`src/rtl/ysyx_25020037_icache.sv`:
```
// Direct-mapped read-only instruction cache between the IFU and its AXI read master.
// A lookup either answers with a one-cycle hit pulse or raises a block-aligned line-fill
// request. The IFU returns the fill as one block. Also provides fence.i invalidation
// and hit/miss counters.
module ysyx_25020037_icache #(
    parameter int BLOCK_SIZE = 4,
    parameter int NUM_LINES  = 16
) (
    input  logic                    clk,
    input  logic                    rst_n,
    input  logic                    flush,
    input  logic [31:0]             icache_addr,
    input  logic                    icache_req,
    output logic [31:0]             icache_data,
    output logic                    icache_hit,
    output logic                    icache_ready,
    output logic                    mem_req,
    output logic [31:0]             mem_addr,
    input  logic [BLOCK_SIZE*8-1:0] mem_data,
    input  logic                    mem_ready,
    input  logic                    mem_err,
    output logic [31:0]             hit_cnt,
    output logic [31:0]             miss_cnt
);

    localparam int OFF_W  = $clog2(BLOCK_SIZE);
    localparam int IDX_W  = $clog2(NUM_LINES);
    localparam int TAG_W  = 32 - IDX_W - OFF_W;
    localparam int WORDS  = BLOCK_SIZE / 4;
    localparam int WORD_W = (WORDS > 1) ? $clog2(WORDS) : 1;
    localparam int LINE_W = BLOCK_SIZE * 8;

    typedef enum logic {
        S_IDLE,
        S_MISS
    } state_t;

    state_t r_state;
    state_t w_next;

    logic [NUM_LINES-1:0] r_valid;
    logic [TAG_W-1:0]     r_tag  [NUM_LINES];
    logic [LINE_W-1:0]    r_line [NUM_LINES];

    logic [IDX_W-1:0]  w_idx;
    logic [TAG_W-1:0]  w_tag;
    logic [WORD_W-1:0] w_word;
    logic              w_lookup_hit;
    logic [31:0]       w_hit_word;
    logic [31:0]       w_fill_word;
    logic              w_fill_done;
    logic              w_unused_bits;

    logic [IDX_W-1:0]  r_miss_idx;
    logic [TAG_W-1:0]  r_miss_tag;
    logic [WORD_W-1:0] r_miss_word;
    logic              r_flush_pend;
    logic              r_hit;
    logic [31:0]       r_data_out;
    logic              r_mem_req;
    logic [31:0]       r_mem_addr;
    logic [31:0]       r_hit_cnt;
    logic [31:0]       r_miss_cnt;

    assign w_idx         = icache_addr[OFF_W +: IDX_W];
    assign w_tag         = icache_addr[31 -: TAG_W];
    assign w_unused_bits = ^icache_addr[1:0];
    assign w_lookup_hit  = r_valid[w_idx] && (r_tag[w_idx] == w_tag);
    assign w_fill_done   = (r_state == S_MISS) && mem_ready;

    generate
        if (WORDS > 1) begin : g_word_sel
            assign w_word = icache_addr[OFF_W-1:2];
        end else begin : g_word_zero
            assign w_word = '0;
        end
    endgenerate

    assign icache_data = r_data_out;
    assign icache_hit  = r_hit;
    assign mem_req     = r_mem_req;
    assign mem_addr    = r_mem_addr;
    assign hit_cnt     = r_hit_cnt;
    assign miss_cnt    = r_miss_cnt;

    // Pick the addressed word out of the stored line and out of the incoming fill block
    always_comb begin
        w_hit_word  = 32'h0;
        w_fill_word = 32'h0;
        for (int k = 0; k < WORDS; k++) begin
            if (WORD_W'(k) == w_word) begin
                w_hit_word = r_line[w_idx][32*k +: 32];
            end
            if (WORD_W'(k) == r_miss_word) begin
                w_fill_word = mem_data[32*k +: 32];
            end
        end
    end

    // State register
    always_ff @(posedge clk or negedge rst_n) begin
        if (!rst_n) begin
            r_state <= S_IDLE;
        end else begin
            r_state <= w_next;
        end
    end

    // Next state and ready: a missing lookup leaves IDLE, a returned fill comes back
    always_comb begin
        w_next       = r_state;
        icache_ready = 1'b0;
        case (r_state)
            S_IDLE: begin
                icache_ready = 1'b1;
                if (icache_req && !w_lookup_hit) begin
                    w_next = S_MISS;
                end
            end
            S_MISS: begin
                if (mem_ready) begin
                    w_next = S_IDLE;
                end
            end
            default: w_next = S_IDLE;
        endcase
    end

    // Control datapath: hit pulse, fill request, valid bits, pending flush, counters
    always_ff @(posedge clk or negedge rst_n) begin
        if (!rst_n) begin
            r_valid      <= '0;
            r_hit        <= 1'b0;
            r_data_out   <= 32'h0;
            r_mem_req    <= 1'b0;
            r_mem_addr   <= 32'h0;
            r_hit_cnt    <= 32'h0;
            r_miss_cnt   <= 32'h0;
            r_miss_idx   <= '0;
            r_miss_tag   <= '0;
            r_miss_word  <= '0;
            r_flush_pend <= 1'b0;
        end else begin
            r_hit <= 1'b0;
            if (r_state == S_IDLE) begin
                if (icache_req) begin
                    if (w_lookup_hit) begin
                        r_hit      <= 1'b1;
                        r_data_out <= w_hit_word;
                        r_hit_cnt  <= r_hit_cnt + 32'd1;
                    end else begin
                        r_mem_req   <= 1'b1;
                        r_mem_addr  <= {icache_addr[31:OFF_W], {OFF_W{1'b0}}};
                        r_miss_cnt  <= r_miss_cnt + 32'd1;
                        r_miss_idx  <= w_idx;
                        r_miss_tag  <= w_tag;
                        r_miss_word <= w_word;
                    end
                end
                if (flush) begin
                    r_valid <= '0;
                end
            end else begin
                if (flush) begin
                    r_flush_pend <= 1'b1;
                end
                if (mem_ready) begin
                    r_mem_req    <= 1'b0;
                    r_flush_pend <= 1'b0;
                    r_data_out   <= mem_err ? 32'h0 : w_fill_word;
                    if (r_flush_pend || flush) begin
                        r_valid <= '0;
                    end else if (!mem_err) begin
                        r_valid[r_miss_idx] <= 1'b1;
                    end
                end
            end
        end
    end

    // Tag and line storage, written only by an error-free fill
    always_ff @(posedge clk) begin
        if (w_fill_done && !mem_err) begin
            r_tag[r_miss_idx]  <= r_miss_tag;
            r_line[r_miss_idx] <= mem_data;
        end
    end

endmodule

```
`config.mk`:
```
export PLATFORM = sky130hd
export DESIGN_NAME = ysyx_25020037_icache
export DESIGN_NICKNAME = d
export VERILOG_FILES = /design/src/rtl/ysyx_25020037_icache.sv
export SDC_FILE = /design/constraint.sdc
export NUM_CORES = 1
export LEC_CHECK = 0
export BUFFER_PORTS_ARGS = -buffer_cell sky130_fd_sc_hd__buf_2
export CORE_MARGIN = 2
export CORE_UTILIZATION = 43
export CTS_BUF_LIST = sky130_fd_sc_hd__clkbuf_8
export CTS_CLUSTER_DIAMETER = 30
export DETAILED_ROUTE_END_ITERATION = 12
export SYNTH_ARGS = -nofsm -noshare
export SYNTH_HDL_FRONTEND = slang
export SYNTH_SLANG_ARGS = --single-unit
```
`constraint.sdc`:
```
create_clock -name clk -period 5.2 [get_ports clk]
set_input_delay 1.04 -clock clk [delete_from_list [all_inputs] [get_ports clk]]
set_output_delay 1.04 -clock clk [all_outputs]
set_load 0.05 [all_outputs]
```
; Word-level counts from Yosys, hierarchy flattened
; Memory sizes are Yosys's and may differ from the RTL's.
; Cells that the tools add are included.
[word_totals]
inputBits = 70
mem_count = 2
reg_bits = 176
word_cells = 72
mem_bits_rw = 928
[classes]
n_reduce_logical = 18
bitwise_logic = 3
n_lt_le_gt_ge = 3
muxes = 29
n_addsub = 2
n_eq_ne = 4
[memory_table]
columns = memory, depth, word_bits, rd, rd_clocked_by_memory_dff, write_ports, line
row1 = r_line, 16, 32, 1, 0, 1, 43  ; logic [LINE_W-1:0] r_line [NUM_LINES];
row2 = r_tag, 16, 26, 1, 0, 1, 42  ; logic [TAG_W-1:0] r_tag [NUM_LINES];
[ops]
columns = op, n
row1 = 2-to-1 mux 32 bit, 5
row2 = 2-to-1 mux 16 bit, 5
row3 = "adder 32 x 1 -> 32 bit, second input constant", 2
row4 = equality test 26 bit, 1
row5 = 2-to-1 mux 1 bit, 16
row6 = bitwise OR 16 bit, 1
row7 = AND reduction 3 bit, 5
row8 = "less-than comparator 4 x 5 -> 1 bit, second input constant", 2
row9 = nonzero test 2 bit, 4
row10 = logical AND 1 bit, 5
row11 = binary-select mux 1 bit (select 4 bit), 1
row12 = demux 1 bit (select 4 bit), 1
row13 = ">= comparator 4 x 1 -> 1 bit, second input constant", 1
row14 = "!= test 2 bit, second input constant", 2
row15 = "!= test 3 x 2 -> 1 bit, second input constant", 1
row16 = zero test 1 bit, 2
row17 = inverter 1 bit, 2
row18 = one-hot mux 1 bit (2 select lines), 1
row19 = AND reduction 2 bit, 1
row20 = logical OR 1 bit, 1

; Depth between registers and ports, before layout
[depth]
depth_word = 9
depth_mapped = 16
mapped_depth_nobuf = 9

; Worst setup path after synthesis
; OpenSTA, ideal clock, no wires.
[synth_path]
kind = input -> register
start = input mem_ready
end = memory r_line[1][0] in the netlist's numbering (enable)
setup_time_ps = 545
arrival_time_ps = 5530
path_slack_ps = -875
stages = 3
cell_sequence = nand2_1 > or3_1 > nor3_1
[synth_between]
elab_chain_cells = 4
[synth_rtl]
columns = element, line
row1 = "start, declared", 20  ; input logic mem_ready,
row2 = logical AND 1 bit, 69  ; assign w_fill_done = (r_state == S_MISS) && mem_ready;
row3 = logical AND 1 bit, 183  ; if (w_fill_done && !mem_err) begin
row4 = 2-to-1 mux 1 bit, 183
row5 = 2-to-1 mux 1 bit (not written as such), 185  ; r_line[r_miss_idx] <= mem_data;
row6 = "end, declared", 43
; Every way passes these cells.

; Worst setup path after layout
[layout_path]
start = input icache_addr[5]
end = register r_data_out[21], in the netlist icache_data[21]
[layout_between]
elab_chain_cells = 5
word_cells_on_any_way = 11
classes_between = 1 x eq/ne / 5 x mux / 3 x reduce/logical / 2 x memory
[layout_rtl]
columns = element, line
row1 = "start, declared", 12  ; input logic [31:0] icache_addr,
row2 = memory read (16 x 26 bit) or binary-select mux 1 bit (select 4 bit) (tied branches), -
row3 = equality test 26 bit or 2-to-1 mux 1 bit (tied branches), 68  ; assign w_lookup_hit = r_valid[w_idx] && (r_tag[w_idx] == w_tag);
row4 = logical AND 1 bit, 68
row5 = nonzero test 2 bit (no source line), -
row6 = AND reduction 3 bit (no source line), -
row7 = "end signal, assigned", 149  ; r_data_out <= w_hit_word;
row8 = "end signal, assigned", 170  ; r_data_out <= mem_err ? 32'h0 : w_fill_word;
row9 = "end, declared", 59  ; logic [31:0] r_data_out;
; Parallel ways exist; a longest one is shown, timed or not. The select of a mux whose other input is x is not followed.
; A chain may end at the register's enable or synchronous reset.

==> results.md <==
- The arrival time at the worst endpoint is 4.83 ns.
- The clock skew after layout is 0.0501 ns.
- The die covers 102,000 sq um.
- The number of clock sinks seen by CTS is 1,074.
- Buffers placed on the I/O ports in this run total 196.
- In this run the static leakage power is 17.7 nW.
- Excluding fillers, the count of instances in the completed layout stands at 3,941.
- The number of fillers in the final layout is 7,988.
- The worst-skew pair later-pin latency is 0.87 ns.
- The signed area change from the synthesized netlist to the final layout is 17.5%.
- The detailed-route vias per instance is 5.61.
- The number of H-tree levels is 4.
- The maximum root-to-sink buffer count is 3.
- The maximum number of pins on one net before global-route repair is 77.
- The most frequent cell after synthesis is sky130_fd_sc_hd__edfxtp_1.
- Clock tree synthesis inserted a total of 211 buffers.
- The highest clock frequency the design can meet is 243 MHz.
- The average size of a mapped cell is 20.3 sq um.
- From bottom edge to top edge, the die measures 319 um.
- The site row count is 115.
- The met1 layer wirelength in the final routing is 43,700 um.
- The share of synthesized flip-flops with an asynchronous set or reset is 13.6%.
- After clock tree synthesis, the flow added hold-fix buffers numbering 0.
- After clock tree synthesis, the clock-pin slew on the worst setup and hold paths is 0.06 ns.
- Of the synthesized area, sequential elements account for 74.0%.
- The remaining max-slew budget at the tightest pin is 26.3%.
- The summed instance area of the synthesized netlist is 42,600 sq um.
- 201 I/O pins were placed.
- The number of instances in the placed design is 3,546.
- The area share of the largest cell type after synthesis is 65.4%.
- The number of synthesized flops with an enable pin is 928.
- The final-layout setup total negative slack is 0 ns.
- The worst hold path belongs to the class in2async.
- The routed length on met2 is 53,100 um.
- Measured on the finished design, the core utilization comes to 50.9%.
- The routed design has 106,000 um of wire.
- The synthesized design spends more area on one cell type than any other, namely sky130_fd_sc_hd__edfxtp_1.
- The placeable core region is 98,300 sq um.
- Data on the critical path is required at its endpoint by 5.91 ns.
- After synthesis, the most frequently instantiated cells are sky130_fd_sc_hd__edfxtp_1 (928), sky130_fd_sc_hd__mux4_2 (236), sky130_fd_sc_hd__dfrtp_1 (146), sky130_fd_sc_hd__mux2i_1 (93), sky130_fd_sc_hd__xnor2_1 (55).
- The class of the most critical setup path is in2reg.
- The routed wire length per instance is 26.8 um.
- In the global route stage, overall resource usage came out at 20.8%.
- The HPWL after detailed placement is 56,000 um.
- In this run the clock root is driven by a sky130_fd_sc_hd__clkbuf_8.
- The number of warnings issued by yosys is 0.
- In the post-synthesis netlist, the biggest area contributors are sky130_fd_sc_hd__edfxtp_1 (65%), sky130_fd_sc_hd__mux4_2 (12%), sky130_fd_sc_hd__dfrtp_1 (8.6%).
- The total number of vias is 22,118.
- The die is 319 um wide.
- For this block, the initial DRC count from the detailed router was 2,200.
- The total non-filler cell area in the finished layout is 50,100 sq um.
- The post-synthesis instance total is 2,100.
- STA classifies the critical path startpoint as an input port.
- The number of antenna violations at the first check in global routing came to 12.
- The final-stage net count is 2,544.
- The first TritonRoute pass finished after 5 iterations.
- Registers take 31,500 sq um.
- The most frequently used flop master after synthesis is sky130_fd_sc_hd__edfxtp_1.
- The worst hold margin is 0.271 ns.
- Across the run, the number of max-cap violations was 0.
- The number of hold violations in the final report is 0.
- The worst-case vdd ir drop is 0.000257 V.
- Gates resized during post-CTS repair numbered 0.
- The weighted congestion at the end of routability-driven global placement is 0.845.
- The transition at the pin with the smallest max-transition slack is 1.10 ns.
- The worst setup path is captured at a flop.
- The post-CTS setup buffer count is 0.
- The number of global-route vias before repair is 22,975.
- Setup repair after global routing left no endpoint under its margin.
- The top layer used by detailed routing is met5.
- The TritonCTS clock tree is done.
- After layout, the worst path uses 79.1% of the clock period.
- For this configuration, the core starts out at a cell density of 43.4%.
- The minimum period implied by the final worst setup slack is 4.11 ns.
- The flow ran to the end, and the final reports show no timing, DRC or antenna violations.
- Summed over all layers, the global routing overflow is 0.
- The remaining antenna violation count after routing is 0.
- After detailed placement, the total cell area comes to 45,600 sq um.
- The netlist uses 65 different library cells.
- The wire length of the first global-routing pass is 154,000 um.
- The area of combinational cells with multiple inputs is 10,600 sq um.
- Of all nets on the critical path, the largest fanout is 34.
- The power density over the cells is 419 nW/um^2.
- The share of cells above drive strength 1 is 34.2%.
- The length of routed met3 wiring is 6570 um.
- The synthesis-stage register bit count is 1,074.
- For this run, design rule violations remaining after detail routing come to 0.
- The number of slew-limit violations in the final report was 0.
- Setup violations remaining at the end of the flow were counted as 0.
## through the flow
stage          power [W]  worst slack [ns]
2_1_floorplan     0.0116             0.681
3_3_place_gp      0.0123             0.245
3_5_place_dp      0.0124             0.162
4_1_cts           0.0212              1.09
5_1_grt           0.0217              1.02
6_report          0.0210              1.09
## state kept, by name, indices dropped and copies added, names as in the netlist, 3 cells and up
register	cells
hit_cnt	32
r_miss_idx	3
icache_data	32
miss_cnt	32
r_miss_tag	26
r_line	512
r_tag	416
r_valid	16
## per-layer routing
layer	global-route usage [%]	vias up
li1	-	9421
met1	27.9	11708
met2	34.5	807
met3	3.98	174
met4	6.54	8
met5	0	-
## worst paths after layout
check | cells past startpoint | slack (ns) | start | endpoint
worst max-delay path | 10 | 1.09 | icache_addr[5] | icache_data[21]
worst min-delay path | 1 | 0.27 | rst_n | hit_cnt[2]
worst max register to register | 9 | 1.32 | r_tag[10][7] | icache_data[21]
worst min register to register | 1 | 0.48 | hit_cnt[31] | hit_cnt[31]
max in group asynchronous | 2 | 3.96 | rst_n | r_valid[10]
min in group clk | 2 | 0.39 | mem_ready | r_flush_pend
## critical path, cell delays in order
cell and delay, ns:
sky130_fd_sc_hd__buf_4 0.46, sky130_fd_sc_hd__mux4_2 0.41, sky130_fd_sc_hd__mux4_2 0.49, sky130_fd_sc_hd__xnor2_1 0.44, sky130_fd_sc_hd__o211ai_1 0.28, sky130_fd_sc_hd__a2111oi_4 0.45, sky130_fd_sc_hd__nand4_4 0.27, sky130_fd_sc_hd__o21ai_4 0.25
sky130_fd_sc_hd__buf_12 0.24, sky130_fd_sc_hd__mux2_2 0.37
## where the power goes
part | internal, W | switching, W | total, W
registers | 0.00983 | 0.000347 | 0.0102
clock network | 0.00510 | 0.00369 | 0.00879
logic | 0.000646 | 0.00137 | 0.00202
## area by class of cell
class,count,area share (%)
sequential,1074,63.0
timing repair buffer,264,3.48
inverter,18,0.137
multi-input combinational,903,21.2
clock buffer,229,6.29
clock inverter,163,2.70
tap,1287,3.22
antenna,3,0.0150
## cells by family after synthesis
| group | Yosys count | synth area share, % |
|---|---|---|
| compound gates | 136 | 2.44 |
| xor+xnor | 94 | 1.93 |
| fa+ha+maj | 2 | 0.0587 |
| buf+inv | 124 | 1.51 |
| flops | 1074 | 74.0 |
| mux | 394 | 16.5 |
| other cells | 1 | 0.00880 |
| simple gates | 275 | 3.58 |
## layout by cell type, fill, tap and decap left out, drive strengths merged, types with 43 or more instances in the layout
| master | count |
|---|---|
| edfxtp | 928 |
| buf | 262 |
| mux4 | 236 |
| clkbuf | 231 |
| dfrtp | 146 |
| mux2i | 93 |
| inv | 90 |
| mux2 | 65 |
| clkinv | 58 |
| xnor2 | 55 |
| nand2 | 48 |
| nor2 | 48 |
| nand3 | 43 |
(Power assumes the default switching activity.)
